===== src/rtl/muldiv_seq.sv =====
// Iterative MIPS multiply/divide unit owning HI/LO; 34-cycle busy window per op.
// Define MULDIV_SIGNED_EN to enable signed MULT/DIV (abs in PREP, sign fix in FIN).
module muldiv_seq #(
  parameter int WIDTH = 32
) (
  input  logic             clk,
  input  logic             reset,
  input  logic             start,
  input  logic [1:0]       op,
  input  logic [WIDTH-1:0] inA,
  input  logic [WIDTH-1:0] inB,
  input  logic             mthi,
  input  logic             mtlo,
  input  logic [WIDTH-1:0] wdata,
  output logic             busy,
  output logic             done,
  output logic [WIDTH-1:0] hi,
  output logic [WIDTH-1:0] lo,
  output logic             div_by_zero
);

  localparam int CW = $clog2(WIDTH);

  typedef enum logic [1:0] {IDLE, PREP, RUN, FIN} state_t;

  state_t           r_state;
  state_t           w_nextState;
  logic [CW-1:0]    r_cnt;
  logic             r_isDiv;
  logic             r_busy;
  logic             r_done;
  logic             r_dbz;
  logic [WIDTH-1:0] r_rawA;
  logic [WIDTH-1:0] r_rawB;
  logic [WIDTH-1:0] r_upper;
  logic [WIDTH-1:0] r_lower;
  logic [WIDTH-1:0] r_opd;
  logic [WIDTH-1:0] r_hi;
  logic [WIDTH-1:0] r_lo;

  logic [WIDTH-1:0] w_absA;
  logic [WIDTH-1:0] w_absB;
  logic [WIDTH-1:0] w_finHi;
  logic [WIDTH-1:0] w_finLo;
  logic [WIDTH:0]   w_addA;
  logic [WIDTH:0]   w_addB;
  logic [WIDTH:0]   w_sum;

  always_ff @(posedge clk) begin
    if (reset) r_state <= IDLE;
    else       r_state <= w_nextState;
  end

  always_comb begin
    w_nextState = r_state;
    case (r_state)
      IDLE:    if (start) w_nextState = PREP;
      PREP:    w_nextState = RUN;
      RUN:     if (r_cnt == CW'(WIDTH - 1)) w_nextState = FIN;
      FIN:     w_nextState = IDLE;
      default: w_nextState = IDLE;
    endcase
  end

`ifdef MULDIV_SIGNED_EN
  logic                 r_signedOp;
  logic                 r_negLo;
  logic                 r_negHi;
  logic                 w_negA;
  logic                 w_negB;
  logic [2*WIDTH-1:0]   w_prodNeg;

  assign w_negA    = r_signedOp & r_rawA[WIDTH-1];
  assign w_negB    = r_signedOp & r_rawB[WIDTH-1];
  assign w_absA    = w_negA ? -r_rawA : r_rawA;
  assign w_absB    = w_negB ? -r_rawB : r_rawB;
  assign w_prodNeg = -{r_upper, r_lower};

  // Multiply negates the whole product; divide fixes quotient and remainder separately.
  always_comb begin
    w_finHi = r_upper;
    w_finLo = r_lower;
    if (r_isDiv) begin
      if (r_negLo) w_finLo = -r_lower;
      if (r_negHi) w_finHi = -r_upper;
    end else if (r_negLo) begin
      w_finHi = w_prodNeg[2*WIDTH-1:WIDTH];
      w_finLo = w_prodNeg[WIDTH-1:0];
    end
  end

  always_ff @(posedge clk) begin
    if (reset) begin
      r_signedOp <= 1'b0;
      r_negLo    <= 1'b0;
      r_negHi    <= 1'b0;
    end else if (r_state == IDLE && start) begin
      r_signedOp <= op[0];
    end else if (r_state == PREP) begin
      r_negLo <= w_negA ^ w_negB;
      r_negHi <= r_isDiv ? w_negA : (w_negA ^ w_negB);
    end
  end
`else
  logic w_unusedOp0;

  assign w_unusedOp0 = op[0];
  assign w_absA      = r_rawA;
  assign w_absB      = r_rawB;
  assign w_finHi     = r_upper;
  assign w_finLo     = r_lower;
`endif

  // Shared adder: multiply adds the multiplicand into the upper half,
  // divide subtracts the divisor from the left-shifted remainder.
  assign w_addA = r_isDiv ? {r_upper, r_lower[WIDTH-1]} : {1'b0, r_upper};
  assign w_addB = r_isDiv ? ~{1'b0, r_opd} : (r_lower[0] ? {1'b0, r_opd} : '0);
  assign w_sum  = w_addA + w_addB + {{WIDTH{1'b0}}, r_isDiv};

  always_ff @(posedge clk) begin
    if (reset) begin
      r_busy  <= 1'b0;
      r_done  <= 1'b0;
      r_dbz   <= 1'b0;
      r_hi    <= '0;
      r_lo    <= '0;
      r_cnt   <= '0;
      r_isDiv <= 1'b0;
      r_rawA  <= '0;
      r_rawB  <= '0;
      r_upper <= '0;
      r_lower <= '0;
      r_opd   <= '0;
    end else begin
      r_done <= 1'b0;
      r_busy <= (w_nextState != IDLE);
      case (r_state)
        IDLE: begin
          if (start) begin
            r_rawA  <= inA;
            r_rawB  <= inB;
            r_isDiv <= op[1];
            r_dbz   <= 1'b0;
          end else begin
            if (mthi) r_hi <= wdata;
            if (mtlo) r_lo <= wdata;
          end
        end
        PREP: begin
          r_upper <= '0;
          r_cnt   <= '0;
          if (r_isDiv) begin
            r_lower <= w_absA;
            r_opd   <= w_absB;
          end else begin
            r_lower <= w_absB;
            r_opd   <= w_absA;
          end
        end
        RUN: begin
          r_cnt <= r_cnt + 1'b1;
          if (r_isDiv) begin
            r_upper <= w_sum[WIDTH] ? w_addA[WIDTH-1:0] : w_sum[WIDTH-1:0];
            r_lower <= {r_lower[WIDTH-2:0], ~w_sum[WIDTH]};
          end else begin
            r_upper <= w_sum[WIDTH:1];
            r_lower <= {w_sum[0], r_lower[WIDTH-1:1]};
          end
        end
        FIN: begin
          r_done <= 1'b1;
          if (r_isDiv && r_rawB == '0) begin
            r_hi  <= r_rawA;
            r_lo  <= '1;
            r_dbz <= 1'b1;
          end else begin
            r_hi <= w_finHi;
            r_lo <= w_finLo;
          end
        end
        default: ;
      endcase
    end
  end

  assign busy        = r_busy;
  assign done        = r_done;
  assign hi          = r_hi;
  assign lo          = r_lo;
  assign div_by_zero = r_dbz;

endmodule


===== config.mk =====
export PLATFORM = sky130hd
export DESIGN_NAME = muldiv_seq
export DESIGN_NICKNAME = d
export VERILOG_FILES = /design/src/rtl/muldiv_seq.sv
export SDC_FILE = /design/constraint.sdc
export NUM_CORES = 1
export LEC_CHECK = 0
export ABC_AREA = 1
export BUFFER_PORTS_ARGS = -buffer_cell sky130_fd_sc_hd__buf_2
export CORE_ASPECT_RATIO = 1.1
export CORE_MARGIN = 2
export CORE_UTILIZATION = 35
export CTS_CLUSTER_DIAMETER = 100
export CTS_CLUSTER_SIZE = 24
export DETAILED_ROUTE_END_ITERATION = 10
export GPL_TIMING_DRIVEN = 0
export PLACE_DENSITY_LB_ADDON = 0.2
export RECOVER_POWER = 25
export SETUP_SLACK_MARGIN = 0.05
export SLEW_MARGIN = 15
export SYNTH_ARGS = -nofsm -noshare
export SYNTH_HDL_FRONTEND = slang
export SYNTH_SLANG_ARGS = --single-unit

===== constraint.sdc =====
create_clock -name clk -period 3.8 [get_ports clk]
set_input_delay 0.76 -clock clk [delete_from_list [all_inputs] [get_ports clk]]
set_output_delay 0.76 -clock clk [all_outputs]
set_load 0.02 [all_outputs]

; ---- After elaboration in Yosys (flattened, before gate mapping)
; Index checks and enable logic that the tools add are counted.
[word_totals]
regBits = 235
output_inout_bits = 67
wordCells = 63
input_bits = 103
[op_classes]
n_mux = 26
n_bitwise = 2
n_addsub = 3
eq_ne = 9
n_reduce_logical = 10
[op_table]
columns = op, count
row1 = two-way mux 32 bit, 12
row2 = case mux 32 bit (2 select lines), 4
row3 = two-way mux 33 bit, 2
row4 = adder 33 x 1 -> 33 bit, 1
row5 = adder 33 bit, 1
row6 = NOT 32 -> 33 bit, 1
row7 = logical NOT 32 bit, 1
row8 = != test 2 bit (second input constant), 5
row9 = case mux 5 bit (2 select lines), 1
row10 = AND reduction 3 bit, 3
row11 = case mux 2 bit (4 select lines), 1
row12 = nonzero test 2 bit, 3
row13 = adder 5 x 1 -> 5 bit (second input constant), 1
row14 = == test 5 bit (second input constant), 1
row15 = == test 2 bit (second input constant), 2
row16 = two-way mux 2 bit, 2
row17 = two-way mux 1 bit, 3
row18 = == test 2 x 1 -> 1 bit (second input constant), 1
row19 = logical NOT 2 bit, 1
row20 = case mux 1 bit (2 select lines), 1
row21 = AND reduction 2 bit, 1
row22 = logical AND 1 bit, 1
row23 = NOT 1 bit, 1

; ---- Depth between registers and ports, before layout
; Gate-level depths: netlist of the first run.
[depth]
depth_word = 7
mapped_depth = 26
depth_no_buf = 21

; ---- Least setup slack after synthesis of the first run
; No wires, ideal clock.
[synth_timing]
path_kind = register to register
from = register r_isDiv
to = register r_upper[0]
setup_ps = 68
period_less_slack_ps = 3632
t_arrival_ps = 3564
path_slack_ps = 168
path_buffers = 5
required_time_ps = 3732
path_stages_with_launch = 27
cell_sequence = dfxtp_1 > inv_2 > buf_2 > clkbuf_1 > clkbuf_1 > clkbuf_1 > nand3_1 > o21ai_0 > fa_1 > inv_1 > fa_1 > inv_1 > nand2_1 > nand2_1 > nand3_1 > nand2_2 > nand2_1 > nand2_2 > nand2_4 > nand2_4 > nand2_2 > nand2_4 > buf_6 > nand2_1 > nand3_1 > nand2_1 > a21oi_2
[synth_via]
elab_chain_cells = 6
elab_cells_between_ends = 7
classes_between = add/sub: 2 / mux: 5
[synth_lines]
columns = element, line_no
row1 = from (decl), 29  ; logic r_isDiv;
row2 = from (signal assigned), 142  ; r_isDiv <= op[1];
row3 = two-way mux 33 bit (on tied branches), "116, 117"
row4 = adder 33 bit, 118  ; assign w_sum = w_addA + w_addB + {{WIDTH{1'b0}}, r_isDiv};
row5 = adder 33 x 1 -> 33 bit, 118
row6 = two-way mux 32 bit, 163  ; r_upper <= w_sum[WIDTH] ? w_addA[WIDTH-1:0] : w_sum[WIDTH-1:0];
row7 = two-way mux 32 bit (*), 162  ; if (r_isDiv) begin
row8 = case mux 32 bit (2 select lines) (*), 137  ; case (r_state)
row9 = to (signal assigned), 163
row10 = to (signal assigned), 166  ; r_upper <= w_sum[WIDTH:1];
row11 = to (decl), 35  ; logic [WIDTH-1:0] r_upper;
; Every way passes the cells marked *; elsewhere a longest branch is shown, timed or not.
; A chain may end at the register's enable or synchronous reset.

; ---- Worst setup path after layout of the first run
[layout_timing]
from = register r_isDiv
to = register r_upper[17]
; Same word-level chain as after synthesis.

==> results.yml, run 1 <==
grt:
  gr-total-overflow: 0
  grt_first_pass_wirelength_mm: 93.6
  grt_max_degree: 25
  antenna_found_initial: 3
  grt.total_usage: 0.287
  grt_pass1_vias: 15700
routing:
  drtIter0Drc: 1492
  via_per_inst: 5.28
  ant_nets: 0
  routedWlPerCell_um: 20.6
  dr.pass1.iters: 6
  vias: 16300
  drcViolationCount: 0
  wirelength_mm: 63.6
clock_tree:
  cts_buffers: 13
  tritoncts: "done"
  clk_pin_slew_worst_paths_ps: 100
  clk_latency_ps: 490
  root_buffer: "clkbuf_16"
  clockBufferDepth: 3
  cts_sinks: 235
  htree_levels: 1
setup_path:
  critPathSlowestCell: "o21ai_0"
  crit_type: "register to register"
  cp.arrival_ps: 4050
  crit_chain: "inv_2 > buf_8 > clkbuf_16 > clkbuf_16 > buf_8 > o21ai_0 > ha_2 > nand2_2 > inv_1 > nand2_1 > nand2_1 > nand2_1 > nand2_1 > a21oi_4 > nand2_4 > nand2_4 > nand2_8 > clkbuf_16 > nand2_1 > nand3_1 > nand2_1 > a21oi_1"
  cp-start-kind: "register"
  cp.buffers_inverters: 7
  critical_path.max_stage_delay_ps: 430
  worstPathMaxFanout: 10
  worst_setup_path_end_kind: "register"
  cp.required_ps: 4150
  worst_path_dominant_cell_family: "simple AND/OR/NAND/NOR gates"
  path_common_cell: "nand2_1"
sta:
  finalHoldViolCount: 0
  fin_crit_sh: 0.973
  clock_skew_ps: 22.1
  worst_pin_slew_ps: 1010
  fmax_ghz: 0.271
  finalSetupViolCount: 0
  timing.slew.headroom: 0.328
  rsz0062_at_grt: "false"
  maxSlewViolCount: 0
  final_period_minus_worst_setup_slack_ps: 3700
synth:
  syn-cell-area_um2: 14500
  ys_warn_count: 0
  avgSynthCellArea_um2: 6.23
  synth_largest_area_cell: "dfxtp_1"
  synth-main-ff-cell: "dfxtp_1"
  synth_area_leaders: "dfxtp_1 (32%), o21ai_0 (12%), nand2_1 (11%)"
  synthArstFlopShare: 0
  synth-seq-cells: 235
  syn-num-nets: 2475
  ys_seq_area_frac: 0.324
  syn-instance-count: 2332
  yosys.area.top_type_share: 0.324
  synth.distinct_cells: 42
  synth_edf_count: 0
pwr:
  peakVddDrop_mv: 0.319
  p_leak_nw: 7.50
  p_per_area_nw_per_um2: 445
  total_power_mw: 7.40
floorplanning:
  start_util: 0.354
  die_h_um: 218
  rows: 78
  core-area_um2: 41100
  die-area_um2: 43200
  die-width_um: 198
  pin_count: 170
finish:
  nets: 2669
  fill_cells: 4516
  final_area_um2: 16600
  drive_above_1_share: 0.0764
  area_growth_syn_to_layout_pct: 14.5
place:
  portBuffers: 167
  dp_hpwl_mm: 52.0
  gp_congestion: 0.973
  dpl-instance-area_um2: 16100
worst_hold_path:
  hold_path.class: "register to register"
job:
  cap_violations: 0
outcome:
  status: "finished clean"
per-layer routing:
metal,up-vias,GRT usage,wire length [um]
met4,2,0.119,3160
li1,7992,-,-
met1,7414,0.361,26300
met5,-,0,13
met3,163,0.0266,4030
met2,724,0.502,30000
report_power, final:
part           leakage (nW)  internal (mW)  switching [mW]
Sequential             1.93           2.85           0.332
Combinational          5.40          0.811            1.92
Clock                 0.160          0.623           0.855
Yosys cell counts (all sizes together) (4+ instances only):
cell	n
and2	5
nand3	120
xor2	13
o22ai	14
nand4	13
a21oi	258
o21ai	362
nand2	443
o211ai	47
a31oi	32
ha	38
nor3	6
nor4	7
inv	337
xnor2	4
buf	29
nor2	227
clkbuf	119
dfxtp	235
state kept, by name, summed over array words and instances (netlist names):
| register | cells |
|---|---|
| r_rawB | 32 |
| r_state | 2 |
| r_lower | 32 |
| lo | 32 |
| r_isDiv | 1 |
| r_cnt | 5 |
| r_upper | 32 |
| r_opd | 32 |
| r_rawA | 32 |
| div_by_zero | 1 |
| hi | 32 |
| done | 1 |
| busy | 1 |
cells in the final DEF (no fill, tap or decap), drive strengths merged:
cell type  count
a211oi         1
a21oi        258
a22oi          1
a31oi         32
and2           5
and3           3
buf          138
clkbuf       201
clkinv         3
clkinvlp       1
dfxtp        235
diode          2
fa             2
ha            38
inv          337
nand2        444
nand3        120
nand3b         3
nand4         13
nor2         227
nor3           6
nor4           7
o211a          1
o211ai        47
o21a           2
o21ai        362
o21bai         3
o221ai         2
o22ai         14
or2            2
xnor2          4
xor2          13
worst min-delay path: stages, from the launching register on:
cell	delay, ps
dfxtp_1	340
nand2_1	60
a21oi_1	50
worst paths after layout:
kind,startpoint,endpoint,slack [ps],cells past startpoint
min,r_upper[27]$_SDFFE_PP0P_,r_upper[27]$_SDFFE_PP0P_,490,2
max reg2reg,r_isDiv$_SDFFE_PP0P_,r_upper[17]$_SDFFE_PP0P_,100,22
min reg2reg,r_upper[27]$_SDFFE_PP0P_,r_upper[27]$_SDFFE_PP0P_,490,2
max,r_isDiv$_SDFFE_PP0P_,r_upper[17]$_SDFFE_PP0P_,100,22
what timing repair did:
action | in CTS | in global routing
cloned | 0 | 4
resized for setup | 27 | 26
buffers inserted | 3 | 6
endpoints found under the setup margin | 33 | 33
pin swaps | 3 | 6
hold buffers | 0 | 0
logic make-up after synthesis:
family | share of synthesized area
adder cells (fa/ha/maj) | 0.0355
flip-flops | 0.324
buffers and inverters | 0.129
XOR/XNOR | 0.0102
AO/OA/AOI/OAI | 0.265
AND/OR/NAND/NOR | 0.236
area by class of cell:
class | count | area (um^2) | area share
Clock buffer | 13 | 325 | 0.0196
Buffer | 147 | 692 | 0.0416
Timing Repair Buffer | 179 | 895 | 0.0538
Inverter | 340 | 1280 | 0.0767
Antenna cell | 2 | 5.00 | 0.000301
Clock inverter | 1 | 7.51 | 0.000451
Tap cell | 560 | 701 | 0.0421
Multi-Input combinational cell | 1610 | 8030 | 0.483
Sequential cell | 235 | 4710 | 0.283
per-stage QoR:
| step | utilization | std cells | hold WS [ps] | setup TNS, ps | worst slack [ps] |
|---|---|---|---|---|---|
| 5_1_grt | 0.405 | 3085 | 505 | 0 | 44.0 |
| 2_1_floorplan | - | 2332 | 448 | 0 | 168 |
| 3_3_place_gp | 0.391 | 3059 | 464 | -46830 | -1460 |
| 6_report | 0.405 | 3087 | 491 | 0 | 103 |
| 3_5_place_dp | 0.391 | 3059 | 470 | -47550 | -1490 |
| 4_1_cts | 0.402 | 3076 | 486 | 0 | 80.4 |
Power figures use the tool's default switching activity.
==> run 2: changes to the inputs <==
BUFFER_PORTS_ARGS = -buffer_cell sky130_fd_sc_hd__buf_4   (was -buffer_cell sky130_fd_sc_hd__buf_2)
==> run 2 against run 1 <==
  * Critical path depth grew 1
  * Sequential cell count is the same
  * Register-to-register slack gained 110 ps
  * First-iteration DRC count shrank 12%
  * Setup slack gained 110 ps
  * Sequential share of layout area shrank 0.48 points
  * Non-clock buffer count grew 4
  * Utilization grew 0.70 points
  * Wire length grew 0.12%
==> results.yml, run 2 (synthesis results as in run 1) <==
setup_path:
  critical_path.max_stage_delay_ps: 420
  critPathSlowestCell: "fa_2"
  rrSetupSlack_ps: 220
  r2r_end: "r_upper[7]$_SDFFE_PP0P_"
  worstPathMaxFanout: 10
  crit_chain: "inv_2 > buf_8 > clkbuf_16 > clkbuf_1 > o21ai_1 > inv_1 > fa_2 > inv_2 > nand2_1 > nand2_1 > nand3_1 > nand2_2 > nand2_1 > nand2_2 > nand2_4 > nand2_4 > nand2_4 > nand2_8 > buf_6 > nand2_1 > nand3_1 > nand2_1 > a21oi_1"
  worst_path_dominant_cell_family: "simple AND/OR/NAND/NOR gates"
  reg2regPathDepth: 23
  cp.buffers_inverters: 7
  worst_setup_path_end_kind: "register"
  rr_startpoint: "r_isDiv$_SDFFE_PP0P_"
  path_common_cell: "nand2_1"
  cp-start-kind: "register"
  crit_type: "register to register"
  cp.arrival_ps: 4010
  cp.required_ps: 4230
place:
  gp_congestion: 0.947
  dp_hpwl_mm: 52.3
  portBuffers: 167
routing:
  drcViolationCount: 0
  vias: 16200
  dr.pass1.iters: 6
  routedWlPerCell_um: 20.6
  wirelength_mm: 63.6
  ant_nets: 0
  via_per_inst: 5.25
  drtIter0Drc: 1310
sta:
  maxSlewViolCount: 0
  rsz0062_at_grt: "false"
  worst_pin_slew_ps: 953
  fin_hold_ws_ps: 487
  clock_skew_ps: 18.3
  timing.slew.headroom: 0.362
  fin_crit_sh: 0.943
  finalSetupViolCount: 0
  finalHoldViolCount: 0
  final_period_minus_worst_setup_slack_ps: 3580
  fmax_ghz: 0.279
floorplanning:
  rows: 78
  pin_count: 170
  core-area_um2: 41100
  die-width_um: 198
  die_h_um: 218
  start_util: 0.354
  die-area_um2: 43200
pwr:
  peakVddDrop_mv: 0.312
  p_per_area_nw_per_um2: 442
  total_power_mw: 7.47
  p_leak_nw: 7.61
worst_hold_path:
  whs_endpoint: "r_cnt[4]$_SDFFE_PP0P_"
  worst_hold_startpoint: "r_cnt[4]$_SDFFE_PP0P_"
  hold_path.class: "register to register"
  whs_path_depth: 2
finish:
  final_common_cell: "nand2_1"
  nets: 2672
  drive_above_1_share: 0.0767
  most-common-layout-cells: "nand2_1 (433), o21ai_0 (334), inv_1 (333)"
  diodes: 0
  area_growth_syn_to_layout_pct: 16.5
  fill_cells: 4496
outcome:
  status: "finished clean"
clock_tree:
  htree_levels: 1
  tritoncts: "done"
  clk_pin_slew_worst_paths_ps: 100
  clockBufferDepth: 3
  root_buffer: "clkbuf_16"
  clk_latency_ps: 510
  cts_sinks: 235
  cts_buffers: 13
  ctsHoldBuffers: 0
job:
  cap_violations: 0
grt:
  antenna_found_initial: 0
  grt_max_degree: 25
  grt_pass1_vias: 15600
  gr-total-overflow: 0
  grt_first_pass_wirelength_mm: 94.1
  grt.total_usage: 0.288
[run 2: changes by cell type in the layout (fill, tap and decap cells not counted), moves of 2 or more]
cell and delta:
buf_2 -99, buf_4 +103, clkbuf_2 -2, diode_2 -2
o21ai_1 +2
[run 2: repair_timing]
action / in CTS / in global routing
endpoints found under the hold margin: 0 / 0
setup endpoints to repair: 33 / 33
cloned: 0 / 3
pin swaps: 4 / 10
buffers inserted: 5 / 8
gates resized for setup: 26 / 24
[run 2: metal layers]
metal,vias to the layer above,track usage,wire length [um]
met5,-,0,0
met4,0,0.127,3230
met3,134,0.0260,3650
met2,620,0.498,29900
met1,7480,0.364,26800
li1,8000,-,-
[run 2: stage by stage]
step | std cells | setup slack, ps | area [um^2] | TNS, ps | utilization
finish | 3090 | 217 | 16900 | 0 | 0.412
global route | 3090 | 43.2 | 16900 | 0 | 0.412
CTS | 3080 | 57.0 | 17000 | 0 | 0.413
detailed placement | 3059 | -1480 | 16500 | -46920 | 0.401
global placement | 3059 | -1420 | 16500 | -45650 | 0.401
floorplan | 2332 | 168 | 14500 | 0 | -
[run 2: where the power goes]
| part | switching [mW] | total, mW | internal [mW] |
|---|---|---|---|
| Sequential | 0.343 | 3.20 | 2.86 |
| Combinational | 1.91 | 2.76 | 0.842 |
| Clock | 0.871 | 1.52 | 0.650 |
| Total | 3.13 | 7.47 | 4.35 |
[run 2: worst register-to-register path, cell delays in order (launching register included)]
cell and delay, ps:
dfxtp_4 390, inv_2 50, buf_8 130, clkbuf_16 170, clkbuf_1 310, o21ai_1 400, inv_1 110, fa_2 420
inv_2 90, nand2_1 50, nand2_1 80, nand3_1 100, nand2_2 90, nand2_1 80, nand2_2 90, nand2_4 100
nand2_4 110, nand2_4 90, nand2_8 140, buf_6 160, nand2_1 60, nand3_1 90, nand2_1 80, a21oi_1 130
[run 2: area by class of cell]
cell class | count | area [um^2] | share of cell area
Clock inverter | 2 | 13.8 | 0.000813
Buffer | 147 | 691 | 0.0408
Timing Repair Buffer | 183 | 1190 | 0.0702
Tap cell | 560 | 701 | 0.0414
Inverter | 340 | 1280 | 0.0754
Clock buffer | 14 | 339 | 0.0200
Sequential cell | 235 | 4710 | 0.278
Multi-Input combinational cell | 1609 | 8010 | 0.473
[run 2: worst max-delay path by stage]
stage                         start                        to  slack, ps  depth (start not counted)
2_1_floorplan  r_isDiv$_SDFFE_PP0P_   r_upper[0]$_SDFFE_PP0P_        170                         26
3_3_place_gp   r_isDiv$_SDFFE_PP0P_   r_upper[3]$_SDFFE_PP0P_      -1420                         26
3_5_place_dp   r_isDiv$_SDFFE_PP0P_   r_upper[4]$_SDFFE_PP0P_      -1480                         26
4_1_cts        r_isDiv$_SDFFE_PP0P_  r_upper[31]$_SDFFE_PP0P_         60                         22
5_1_grt        r_isDiv$_SDFFE_PP0P_  r_upper[31]$_SDFFE_PP0P_         40                         26
6_report       r_isDiv$_SDFFE_PP0P_   r_upper[7]$_SDFFE_PP0P_        220                         23
